File: src/rtl/digit_sequencer.sv
// Single-digit up/down sequencer feeding the 7-segment decoder.
// A debounced button toggles run/pause; a direct load bypasses stepping.
module digit_sequencer #(
    parameter int TICK_DIV        = 2500000,
    parameter int DEBOUNCE_CYCLES = 50000,
    parameter int MAX_DIGIT       = 9
) (
    input  logic       clk,
    input  logic       rst,
    input  logic       btn_run,
    input  logic       dir,
    input  logic       load,
    input  logic [3:0] load_val,
    output logic [3:0] number,
    output logic       tick,
    output logic       running
);

    localparam int SYNC_STAGES = 2;
    localparam int PRESC_W     = $clog2(TICK_DIV);
    localparam int DB_W        = (DEBOUNCE_CYCLES > 1) ? $clog2(DEBOUNCE_CYCLES) : 1;

    localparam logic [PRESC_W-1:0] PRESC_LAST = PRESC_W'(TICK_DIV - 1);
    localparam logic [DB_W-1:0]    DB_LAST    = DB_W'(DEBOUNCE_CYCLES - 1);
    localparam logic [3:0]         DIGIT_MAX  = 4'(MAX_DIGIT);

    typedef enum logic {
        STOPPED = 1'b0,
        RUNNING = 1'b1
    } state_t;

    // ------------------------------------------------------------------
    // Button synchronizer
    // ------------------------------------------------------------------
    logic [SYNC_STAGES-1:0] sync_reg;
    logic                   sync_out;

    genvar gi;
    generate
        for (gi = 0; gi < SYNC_STAGES; gi++) begin : g_sync
            logic stage_d;
            if (gi == 0) begin : g_first
                assign stage_d = btn_run;
            end else begin : g_rest
                assign stage_d = sync_reg[gi-1];
            end

            always_ff @(posedge clk) begin
                if (rst) begin
                    sync_reg[gi] <= 1'b0;
                end else begin
                    sync_reg[gi] <= stage_d;
                end
            end
        end
    endgenerate

    assign sync_out = sync_reg[SYNC_STAGES-1];

    // ------------------------------------------------------------------
    // Debouncer: level follows the synchronized input only after it has
    // disagreed for DEBOUNCE_CYCLES consecutive cycles.
    // ------------------------------------------------------------------
    logic [DB_W-1:0] db_cnt_reg,   db_cnt_next;
    logic            db_level_reg, db_level_next;
    logic            db_differs;
    logic            db_accept;
    logic            press;

    assign db_differs = (sync_out != db_level_reg);
    assign db_accept  = db_differs && (db_cnt_reg == DB_LAST);
    // Press fires on the same edge the debounced level rises.
    assign press      = db_accept && sync_out;

    always_comb begin
        db_cnt_next   = '0;
        db_level_next = db_level_reg;
        if (db_differs) begin
            if (db_accept) begin
                db_level_next = sync_out;
            end else begin
                db_cnt_next = db_cnt_reg + 1'b1;
            end
        end
    end

    always_ff @(posedge clk) begin
        if (rst) begin
            db_cnt_reg   <= '0;
            db_level_reg <= 1'b0;
        end else begin
            db_cnt_reg   <= db_cnt_next;
            db_level_reg <= db_level_next;
        end
    end

    // ------------------------------------------------------------------
    // Run/pause FSM
    // ------------------------------------------------------------------
    state_t state_reg, state_next;

    always_ff @(posedge clk) begin
        if (rst) begin
            state_reg <= STOPPED;
        end else begin
            state_reg <= state_next;
        end
    end

    always_comb begin
        state_next = state_reg;
        if (press) begin
            state_next = (state_reg == RUNNING) ? STOPPED : RUNNING;
        end
    end

    always_comb begin
        running = (state_reg == RUNNING);
    end

    // ------------------------------------------------------------------
    // Prescaler, digit register and tick
    // ------------------------------------------------------------------
    logic [PRESC_W-1:0] presc_reg,  presc_next;
    logic [3:0]         number_reg, number_next;
    logic               tick_reg,   tick_next;
    logic               step_now;
    logic               load_ok;
    logic [3:0]         stepped;

    assign step_now = (state_reg == RUNNING) && (presc_reg == PRESC_LAST);
    assign load_ok  = load && (load_val <= DIGIT_MAX);

    // Wrap checks use >= / > so an out-of-range value could never persist.
    always_comb begin
        if (dir) begin
            stepped = (number_reg >= DIGIT_MAX) ? 4'd0 : number_reg + 4'd1;
        end else begin
            stepped = ((number_reg == 4'd0) || (number_reg > DIGIT_MAX)) ?
                      DIGIT_MAX : number_reg - 4'd1;
        end
    end

    always_comb begin
        presc_next  = presc_reg;
        number_next = number_reg;
        tick_next   = 1'b0;
        if (load_ok) begin
            presc_next  = '0;
            number_next = load_val;
        end else if (state_reg == RUNNING) begin
            if (step_now) begin
                presc_next  = '0;
                number_next = stepped;
                tick_next   = 1'b1;
            end else begin
                presc_next = presc_reg + 1'b1;
            end
        end
    end

    always_ff @(posedge clk) begin
        if (rst) begin
            presc_reg  <= '0;
            number_reg <= 4'd0;
            tick_reg   <= 1'b0;
        end else begin
            presc_reg  <= presc_next;
            number_reg <= number_next;
            tick_reg   <= tick_next;
        end
    end

    assign number = number_reg;
    assign tick   = tick_reg;

endmodule

File: config.mk
export PLATFORM = sky130hd
export DESIGN_NAME = digit_sequencer
export DESIGN_NICKNAME = d
export VERILOG_FILES = /design/src/rtl/digit_sequencer.sv
export SDC_FILE = /design/constraint.sdc
export NUM_CORES = 1
export LEC_CHECK = 0
export ABC_AREA = 0
export CAP_MARGIN = 5
export CORE_MARGIN = 4
export CORE_UTILIZATION = 63
export CTS_CLUSTER_SIZE = 40
export DETAILED_ROUTE_END_ITERATION = 16
export GPL_TIMING_DRIVEN = 0
export HOLD_SLACK_MARGIN = 0.05
export PLACE_DENSITY = 0.89
export SYNTH_ARGS = -nofsm -noshare
export SYNTH_HDL_FRONTEND = slang
export SYNTH_SLANG_ARGS = --single-unit
File: constraint.sdc
create_clock -name clk -period 5.8 [get_ports clk]
set_clock_uncertainty 0.05 [all_clocks]
set_input_delay 1.74 -clock clk [delete_from_list [all_inputs] [get_ports clk]]
set_output_delay 1.74 -clock clk [all_outputs]
set_load 0.005 [all_outputs]
After elaboration in Yosys (flattened, before gate mapping)
Index checks and enable logic that the tools add are counted.

Add/sub/neg operators: 4. Reductions and logical operators: 13. Bitwise logic cells: 2. Multiplexer cells: 9. Eq/ne operators: 3. Order comparisons: 3.

Operator list (count): $mux W4 (6); $add A22 B1 Y22 const B (1); $eq A22 B22 Y1 const B (1); $mux W22 (1); $add A16 B1 Y16 const B (1); $eq A16 B16 Y1 const B (1); $reduce_or A3 Y1 (2); $add A4 B1 Y4 const B (1); $ge A4 B4 Y1 const B (1); $gt A4 B4 Y1 const B (1); $le A4 B4 Y1 const B (1); $logic_and A1 B1 Y1 (4); $logic_not A4 Y1 (1); $reduce_and A2 Y1 (2); $reduce_bool A2 Y1 (2); $sub A4 B1 Y4 const B (1); $mux W1 (2); $not A1 Y1 (2); $reduce_or A2 Y1 (1); $logic_or A1 B1 Y1 (1); $ne A1 B1 Y1 (1).

Register bits: 47. Input bits: 9.

Logic depth before layout (Yosys ltp)
Gate-level depths: netlist of the first run.

Depth in word-level cells: 7. Gate-level depth with buffers: 8.

Worst setup path after synthesis of the first run
OpenSTA, ideal clock, no wires.

Path kind: input port to flip-flop. From: input port rst. To: register db_cnt_reg[6]. Setup slack: 3029 ps. Arrival time: 2657 ps. Required time: 5686 ps. Library setup time: 64 ps. Buffers on the path: 3. Stages on the path: 7. Cell sequence: buf_4 > inv_1 > o21ai_0 > or2_1 > buf_2 > buf_4 > nor2_1.

Word-level cells in the longest chain between the ends: 1.

Ends and longest elaborated chain: start, declared (line 9) `input logic rst,`; $reduce_or A3 Y1 (no source line); end signal, assigned (line 92) `db_cnt_reg <= db_cnt_next;`; end, declared (line 64) `logic [DB_W-1:0] db_cnt_reg, db_cnt_next;`.

Every way passes these cells. A chain may end at the register's enable or synchronous reset.

Worst setup path in the final report of the first run
From: register number_reg[2], in the netlist number[2]. To: output port number[2].

RTL lines: start, declared (line 125) `logic [3:0] number_reg, number_next;`; start signal, assigned (line 169) `number_reg <= number_next;`; end, declared (line 14) `output logic [3:0] number,`.

No word-level cell between the ends.

==> results by group, run 1 <==
Status
  – Outcome: complete, no violations

Yosys
  – Yosys warnings: 0
  – Cell Area, Synth: 2300 um^2
  – Ys async rst share: 0%
  – Ranking of synthesized cells by area: dfxtp_1 41%, xor2_1 10%, nor2_1 8.0%
  – Synth top area share: 41.0%
  – Synthesized instance count: 262
  – Flops & latches, synth: 47
  – Synth Area per Inst: 8.76 um^2
  – Sequential element share of the synthesized area: 41.0%
  – Main synth FF type: dfxtp_1
  – Number of distinct library cells after synthesis: 46
  – Number of enable flip-flop cells after synthesis: 0
  – Synth area leader: dfxtp_1
  – Net Count, Synth: 277

Run
  – Max_cap viols: 0

GRT
  – Vias in the first global route: 1616
  – Largest net degree at the start of global routing: 14
  – Initial antenna violation count: 0
  – Total gr overflow: 0
  – GR Util All Layers: 20.1%
  – Global-route wire length before repair: 7.01 mm

Timing
  – Final setup fails: 0
  – Worst-Margin Slew: 0.850 ns
  – Final hold violation count: 0
  – Max Freq: 312 MHz
  – Final setup margin: 2.60 ns
  – Unrepaired setup endpoints after global routing: false
  – Rel. slew slack: 42.8%
  – Hold slack: 0.419 ns
  – Fin crit share: 55.2%
  – Period minus WS final: 3.20 ns
  – Final Max Tran Viols: 0
  – Total negative slack: 0 ns

Route
  – Routed WL per cell: 12.7 um
  – Drt first-iter violations: 147
  – DRC: 0
  – WL final: 4.15 mm
  – TritonRoute pass-1 iters: 4
  – Via Count: 1838
  – DR vias/cell: 5.60
  – Antenna Nets Post-Route: 0

Layout
  – Area grow syn2layout: 10.6%
  – Max reg flops: 22
  – Commonest non-fill, non-tap cell in the layout: nor2_1
  – FILL cells: 246
  – Nets@finish: 297
  – Ant. Diodes: 0
  – Share of cells above drive strength 1: 8.51%
  – Highest-count cells in the layout ignoring fill and taps: 49 x nor2_1, 47 x dfxtp_1, 27 x xor2_1, 15 x nand3_1, 14 x nand2_1
  – Fin util: 74.4%

Worst setup path
  – Crit Path Max Fanout: 9
  – Crit start category: register
  – Critical path, cell by cell: clkdlybuf4s50_1
  – Slowest CP cell: clkdlybuf4s50_1
  – CP arrival: 1.41 ns
  – Slowest stage delay, CP: 0.55 ns
  – Kind of critical path: reg -> out
  – Critical Path End Type: output port
  – Crit path buffers/inverters: 1
  – Crit path required time: 4.01 ns
  – Kind of cell adding the most delay to the critical path: buffers and inverters

Floorplan
  – Rows: 21
  – Core Area: 3420 um^2
  – Boundary Pins: 15
  – Chip Width: 68.4 um
  – Die height: 68.4 um
  – Die area: 4670 um^2
  – Starting Density: 67.2%

Power
  – Int Power: 0.000403 W
  – Reg power frac: 62.2%
  – Combinational power share: 8.3%
  – Pwr dens: 208 nW/um^2
  – Switching Fraction: 23.8%
  – Lkg Pwr: 0.848 nW
  – Clock Power Share: 29.5%
  – Psw: 0.000126 W
  – Max IR drop VDD: 0.143 mV

Place
  – Setup Slack @ Placement: 2.65 ns
  – Gpl congestion: 0.789
  – # port buffers: 13
  – Hpwl dp: 3.07 mm

Clock tree
  – Clock Path Buffers: 2
  – H-tree depth: 2
  – Setup Buffers After CTS: 0
  – TritonCTS clock tree: done
  – Clock sinks: 47
  – CTS root buf: clkbuf_4
  – Clk slew on worst S/H paths: 0.13 ns
  – TritonCTS buffer count: 5
  – Clk_lat worst skew: 0.37 ns
  – Post_cts resized: 0
  – CTS hold repair buffers: 0

Hold path
  – Worst min path class: reg -> reg
[metal layers]
layer  vias to the layer above  global-route usage (%)  routed length (um)  share of wire, %
met3                         8                    4.43                 234               5.6
met2                        35                    32.0                1910                46
met5                         -                       0                   0                 0
met4                         0                    9.68                  68               1.6
li1                        942                       -                   -                 -
met1                       853                    25.7                1940                47
[cell families after synthesis]
group | Yosys count | share of synthesized area (%)
DFF | 47 | 41.0
muxes | 3 | 1.31
xor gates and xnor gates | 34 | 13.0
adders and majority gates | 6 | 3.27
AOI/OAI and AO/OA | 24 | 7.19
buffers and inverters | 14 | 2.94
and+or+nand+nor | 134 | 31.3
[area by class of cell]
class / count / area (um^2) / share of cell area [%]
tap: 46 / 57.6 / 2.27
buffer: 7 / 41.3 / 1.63
clock inverter: 1 / 5.00 / 0.197
multi-input combinational: 201 / 1290 / 50.7
timing repair buffer: 13 / 130 / 5.12
clock buffer: 6 / 51.3 / 2.02
sequential: 47 / 941 / 37.0
inverter: 7 / 26.3 / 1.03
[through the flow]
step	total power, W	area, um^2	instances
3_3_place_gp	0.000379	2480	321
3_5_place_dp	0.000380	2480	321
2_1_floorplan	0.000364	2300	262
4_1_cts	0.000533	2540	328
5_1_grt	0.000554	2540	328
6_report	0.000529	2540	328
[cell usage after synthesis (2+ instances only)]
cell,number
and3_1,3
o21ai_0,4
a211oi_1,3
nor3_1,5
ha_1,6
mux2i_1,3
nand4_1,10
a21oi_1,6
a41oi_1,2
o22ai_1,2
nand2b_1,8
nor2_1,49
and4_1,3
nand3b_1,3
nor2b_1,8
nand3_1,15
xor2_1,27
buf_2,3
inv_1,7
dfxtp_1,47
xnor2_1,7
nor4_1,2
buf_4,3
nand2_1,14
[power groups by stage]
stage / logic, W / registers (W) / clock network (W)
2_1_floorplan: 0.0000285 / 0.000336 / 0
3_3_place_gp: 0.0000429 / 0.000336 / 0
3_5_place_dp: 0.0000438 / 0.000336 / 0
4_1_cts: 0.0000440 / 0.000329 / 0.000160
5_1_grt: 0.0000489 / 0.000330 / 0.000175
6_report: 0.0000438 / 0.000329 / 0.000156
[worst paths after layout]
check	startpoint	end	slack, ns	cells after the start
max reg2reg	db_cnt_reg[0]	db_cnt_reg[8]	3.70	8
min	g_sync[1].stage_d	sync_out	0.42	1
max	number[2]	number[2]	2.60	1
min reg2reg	g_sync[1].stage_d	sync_out	0.42	1
(Power assumes the default switching activity.)
==> run 2, diff against run 1 <==
Settings changed: CORE_UTILIZATION 63 to 52, PLACE_DENSITY 0.89 to 0.79.
Clock period 5.8 ns to 2.9 ns, I/O delays scaled along.
==> results by group, run 2 (same netlist as run 1, synthesis figures left out) <==
Status
  – Outcome: complete, no violations

Route
  – Drt first-iter violations: 119 (-19%)
  – DR vias/cell: 5.42 (-3.2%)
  – Antenna Nets Post-Route: 0 (unchanged)
  – Routed WL per cell: 12.7 um (+0.65%)
  – WL met2: 1.89 mm (-0.94%)
  – Top sig layer: met4
  – Met3 wire len: 213 um (-9.0%)
  – WL final: 4.23 mm (+1.9%)
  – TritonRoute pass-1 iters: 4 (unchanged)
  – Via Count: 1800 (-2.1%)
  – M1 WL: 2.04 mm (+5.1%)
  – DRC: 0 (unchanged)

Clock tree
  – H-tree depth: 2 (unchanged)
  – Setup Buffers After CTS: 0 (unchanged)
  – TritonCTS clock tree: done
  – Clock sinks: 47 (unchanged)
  – TritonCTS buffer count: 5 (unchanged)
  – Post_cts resized: 0 (unchanged)
  – Clk slew on worst S/H paths: 0.09 ns (-0.04 ns)
  – Clock Path Buffers: 2 (unchanged)
  – Clk_lat worst skew: 0.30 ns (-0.07 ns)
  – CTS root buf: clkbuf_8
  – CTS hold repair buffers: 0 (unchanged)

Floorplan
  – Boundary Pins: 15 (unchanged)
  – Chip Width: 74.4 um (+8.9%)
  – Rows: 23 (+9.5%)
  – Die area: 5540 um^2 (+19%)
  – Core Area: 4140 um^2 (+21%)
  – Starting Density: 55.4% (-12 points)
  – Die height: 74.4 um (+8.9%)

Worst setup path
  – Reg-to-Reg End: db_cnt_reg[7]
  – Slowest CP cell: clkdlybuf4s50_1
  – Worst R2R Setup Slack: 0.81 ns (-2.89 ns)
  – Origin of the critical flop-to-flop path: db_cnt_reg[0]
  – Kind of cell adding the most delay to the critical path: buffers and inverters
  – FF-to-FF path depth: 8 (unchanged)
  – Crit path buffers/inverters: 1 (unchanged)
  – Critical path, cell by cell: clkdlybuf4s50_1
  – Crit start category: register
  – CP arrival: 1.34 ns (-0.07 ns)
  – Crit path required time: 1.98 ns (-2.03 ns)
  – Kind of critical path: reg -> out
  – Crit Path Max Fanout: 7 (-2)
  – Critical Path End Type: output port
  – Slowest stage delay, CP: 0.56 ns (about the same)

Layout
  – Nets@finish: 297 (unchanged)
  – Area grow syn2layout: 12.0%
  – Share of cells above drive strength 1: 8.51% (unchanged)
  – FILL cells: 359 (+46%)
  – Highest-count cells in the layout ignoring fill and taps: 49 x nor2_1, 47 x dfxtp_1, 27 x xor2_1, 15 x nand3_1, 14 x nand2_1
  – Register area: 941 um^2 (unchanged)
  – Area of the multi-input gates: 1290 um^2 (unchanged)
  – Max reg flops: 22 (unchanged)
  – Commonest non-fill, non-tap cell in the layout: nor2_1
  – Ant. Diodes: 0 (unchanged)

Timing
  – Period minus WS final: 2.26 ns
  – Final setup fails: 0 (unchanged)
  – Max Freq: 442 MHz
  – Unrepaired setup endpoints after global routing: false
  – Final setup margin: 0.637 ns (-1.96 ns)
  – Final Max Tran Viols: 0 (unchanged)
  – Fin crit share: 78.0%
  – Rel. slew slack: 42.0% (-0.83 points)
  – Worst-Margin Slew: 0.862 ns (+0.0124 ns)
  – Final hold violation count: 0 (unchanged)
  – Total negative slack: 0 ns (unchanged)

Hold path
  – Worst min path class: reg -> reg
  – Hold path cells: 1 (unchanged)
  – Hold EP: sync_out
  – Hold wc startpoint: g_sync[1].stage_d

Power
  – Lkg Pwr: 0.858 nW (+1.2%)
  – Max IR drop VDD: 0.320 mV (+120%)
  – Pwr dens: 436 nW/um^2 (+110%)

Run
  – Max_cap viols: 0 (unchanged)

GRT
  – Initial antenna violation count: 0 (unchanged)
  – Global-route wire length before repair: 7.32 mm (+4.4%)
  – Vias in the first global route: 1687 (+4.4%)
  – GR Util All Layers: 17.1% (-3.1 points)
  – Largest net degree at the start of global routing: 15 (+1)
  – Total gr overflow: 0 (unchanged)

Place
  – Gpl congestion: 0.757 (-4.0%)
  – Setup Slack @ Placement: 0.560 ns (-2.09 ns)
  – Hpwl dp: 3.09 mm (+0.92%)
  – # port buffers: 13 (unchanged)
[run 2: worst max-delay path by stage]
stage	endpoint	start	slack [ns]	cells past startpoint
floorplan	db_cnt_reg[6]	rst	1.0	7
global placement	presc_reg[9]	load_val[1]	0.63	6
detailed placement	presc_reg[21]	load_val[1]	0.56	6
CTS	number[2]	number[2]	0.64	1
global route	number[2]	number[2]	0.56	1
finish	number[0]	number[0]	0.64	1
[run 2: per-stage QoR]
stage	std cells	area, um^2	total power, W	hold WS (ns)	util (%)
after floorplan	262	2300	0.000728	0.364	-
after global placement	325	2490	0.000759	0.395	60.1
after detailed placement	325	2490	0.000762	0.402	60.1
after CTS	332	2570	0.00114	0.423	62.0
after global routing	332	2570	0.00118	0.450	62.0
final	332	2570	0.00112	0.418	62.0
[run 2: power by group]
group | internal (W) | leakage, nW | switching, W | total [W]
clock network | 0.000165 | 0.0440 | 0.000209 | 0.000374
registers | 0.000650 | 0.380 | 0.00000701 | 0.000657
logic | 0.0000425 | 0.434 | 0.0000478 | 0.0000903
total | 0.000858 | 0.858 | 0.000264 | 0.00112
[run 2: routing by layer]
metal  up-vias  global-route usage [%]
met5         -                       0
met4         0                    7.11
met3         8                    5.14
met2        32                    28.1
met1       817                    20.7
li1        943                       -
[run 2: layout make-up]
class / instances / area share, %
flip-flops and latches: 47 / 36.6
well taps: 50 / 2.43
clock buffers: 5 / 2.68
inverters: 7 / 1.02
multi-input cells: 201 / 50.1
plain buffers: 7 / 1.61
repair buffers: 13 / 5.06
clock inverters: 2 / 0.535
==> run 3, diff against run 2 <==
Settings changed: CORE_UTILIZATION 52 to 58, PLACE_DENSITY 0.79 to 0.83.
Clock period 2.9 ns to 2.1 ns, I/O delays scaled along.
==> results by group, run 3 (same netlist as run 1, synthesis figures left out) <==
Hold path
  – Hold path cells: 1 (unchanged)
  – Worst min path class: reg -> reg
  – Hold wc startpoint: db_cnt_reg[0]
  – Hold EP: db_cnt_reg[0]

Place
  – DP Area: 2490 um^2 (-0.10%)
  – Gpl congestion: 0.786 (+3.8%)
  – Total placed cells including tap cells: 323 (-0.62%)
  – # port buffers: 13 (unchanged)
  – Hpwl dp: 2.97 mm (-4.0%)

Route
  – Via Count: 1819 (+1.1%)
  – TritonRoute pass-1 iters: 4 (unchanged)
  – WL final: 4.15 mm (-2.0%)
  – DRC: 0 (unchanged)
  – Routed WL per cell: 12.5 um (-2.0%)
  – Drt first-iter violations: 163 (+37%)
  – Antenna Nets Post-Route: 0 (unchanged)
  – DR vias/cell: 5.48 (+1.1%)

Power
  – Max IR drop VDD: 0.446 mV (+39%)
  – Pwr dens: 591 nW/um^2 (+36%)
  – Lkg Pwr: 0.880 nW (+2.6%)

Layout
  – Nets@finish: 298 (+0.34%)
  – Ant. Diodes: 0 (unchanged)
  – Area grow syn2layout: 13.9%
  – Final design area excluding fillers: 2620 um^2 (+1.7%)
  – FILL cells: 302 (-16%)
  – Max reg flops: 22 (unchanged)
  – Fin cells: 332 (unchanged)
  – Share of cells above drive strength 1: 11.3% (+2.8 points)
  – Commonest non-fill, non-tap cell in the layout: nor2_1
  – Highest-count cells in the layout ignoring fill and taps: 49 x nor2_1, 45 x dfxtp_1, 27 x xor2_1, 14 x nand3_1, 14 x nand2_1

Timing
  – Final setup fails: 0 (unchanged)
  – Max Freq: 498 MHz
  – Period minus WS final: 2.01 ns
  – Worst-Margin Slew: 0.649 ns (-0.213 ns)
  – Final Max Tran Viols: 0 (unchanged)
  – Total negative slack: 0 ns (unchanged)
  – Fin crit share: 95.7%
  – Rel. slew slack: 56.4% (+14 points)
  – Hold slack: 0.385 ns (-0.0331 ns)
  – Final hold violation count: 0 (unchanged)
  – Unrepaired setup endpoints after global routing: false

Clock tree
  – TritonCTS clock tree: done
  – H-tree depth: 2 (unchanged)
  – Clk_lat worst skew: 0.30 ns (about the same)
  – Clock sinks: 47 (unchanged)
  – CTS root buf: clkbuf_8
  – Clk slew on worst S/H paths: 0.09 ns (about the same)
  – Clock Path Buffers: 2 (unchanged)
  – TritonCTS buffer count: 5 (unchanged)

GRT
  – Total gr overflow: 0 (unchanged)
  – GR Util All Layers: 17.9% (+0.81 points)
  – Met3 usage: 4.26% (-0.87 points)
  – Met2 Usage GRT: 30.6% (+2.5 points)
  – Largest net degree at the start of global routing: 15 (unchanged)
  – Met1 GRT Util: 21.9% (+1.2 points)
  – Global-route wire length before repair: 7.37 mm (+0.67%)
  – Most Crowded Layer GR: met2
  – Initial antenna violation count: 0 (unchanged)
  – Vias in the first global route: 1746 (+3.5%)

Floorplan
  – Starting Density: 61.3% (+5.9 points)
  – Core Area: 3740 um^2 (-9.7%)
  – Boundary Pins: 15 (unchanged)
  – Rows: 22 (-4.3%)
  – Die height: 70.9 um (-4.7%)
  – Chip Width: 70.9 um (-4.7%)
  – Die area: 5030 um^2 (-9.3%)

Worst setup path
  – FF-to-FF path depth: 8 (unchanged)
  – Reg-to-Reg End: db_cnt_reg[9]
  – Critical Path End Type: register
  – Crit path required time: 2.23 ns (+0.25 ns)
  – Kind of critical path: reg -> reg
  – Crit Path Max Fanout: 10 (+3)
  – Worst R2R Setup Slack: 0.09 ns (-0.72 ns)
  – Crit start category: register
  – CP arrival: 2.14 ns (+0.80 ns)
  – Origin of the critical flop-to-flop path: db_cnt_reg[0]

Run
  – Max_cap viols: 0 (unchanged)

Status
  – Outcome: complete, no violations
run 3: critical path, cell delays in order, from the launching register on:
cell     delay, ns
dfxtp_2       0.36
ha_2          0.22
nand3_2       0.10
or4_4         0.45
nor3_4        0.22
or2_1         0.12
buf_2         0.16
buf_6         0.15
nor2_1        0.05
run 3: area by class of cell:
type	count	area, um^2	share of cell area, %
Sequential cell	47	943	36.1
Timing Repair Buffer	14	138	5.26
Buffer	7	45.0	1.72
Inverter	7	26.3	1.00
Clock buffer	6	72.6	2.78
Tap cell	48	60.1	2.30
Clock inverter	2	12.5	0.478
Multi-Input combinational cell	201	1320	50.4
run 3: timing repair:
action | 4_1_cts | 5_1_grt
buffers inserted | 1 | 0
setup endpoints to repair | 10 | 16
hold buffers | 0 | 0
pin swaps | 1 | 0
resized for setup | 3 | 6
run 3: worst max-delay path by stage:
stage                     depth (start not counted)  slack, ns              to          start
after floorplan                                   8       0.21   db_cnt_reg[6]  db_cnt_reg[0]
after global placement                            8       0.02   db_cnt_reg[8]  db_cnt_reg[0]
after detailed placement                          8     -0.008  db_cnt_reg[11]  db_cnt_reg[0]
after CTS                                         8       0.03   db_cnt_reg[8]  db_cnt_reg[0]
after global routing                              8      0.002   db_cnt_reg[6]  db_cnt_reg[0]
final                                             8       0.09   db_cnt_reg[9]  db_cnt_reg[0]
run 3: layer usage:
| layer | wire length, um | vias up |
|---|---|---|
| met1 | 2020 | 839 |
| met2 | 1890 | 32 |
| li1 | - | 941 |
| met4 | 67 | 0 |
| met3 | 170 | 7 |
| met5 | 0 | - |
run 3: report_power, final:
group	leakage, nW	switching, W	internal, W
combinational	0.458	0.0000623	0.0000591
clock	0.0412	0.000284	0.000233
sequential	0.381	0.00000905	0.000898
run 3: per-stage QoR:
step	total power [W]	util, %	setup slack, ns
after floorplan	0.00101	-	0.212
after global placement	0.00105	66.4	0.0237
after detailed placement	0.00105	66.4	-0.00796
after CTS	0.00156	69.2	0.0326
after global routing	0.00162	69.9	0.00238
final	0.00155	69.9	0.0907
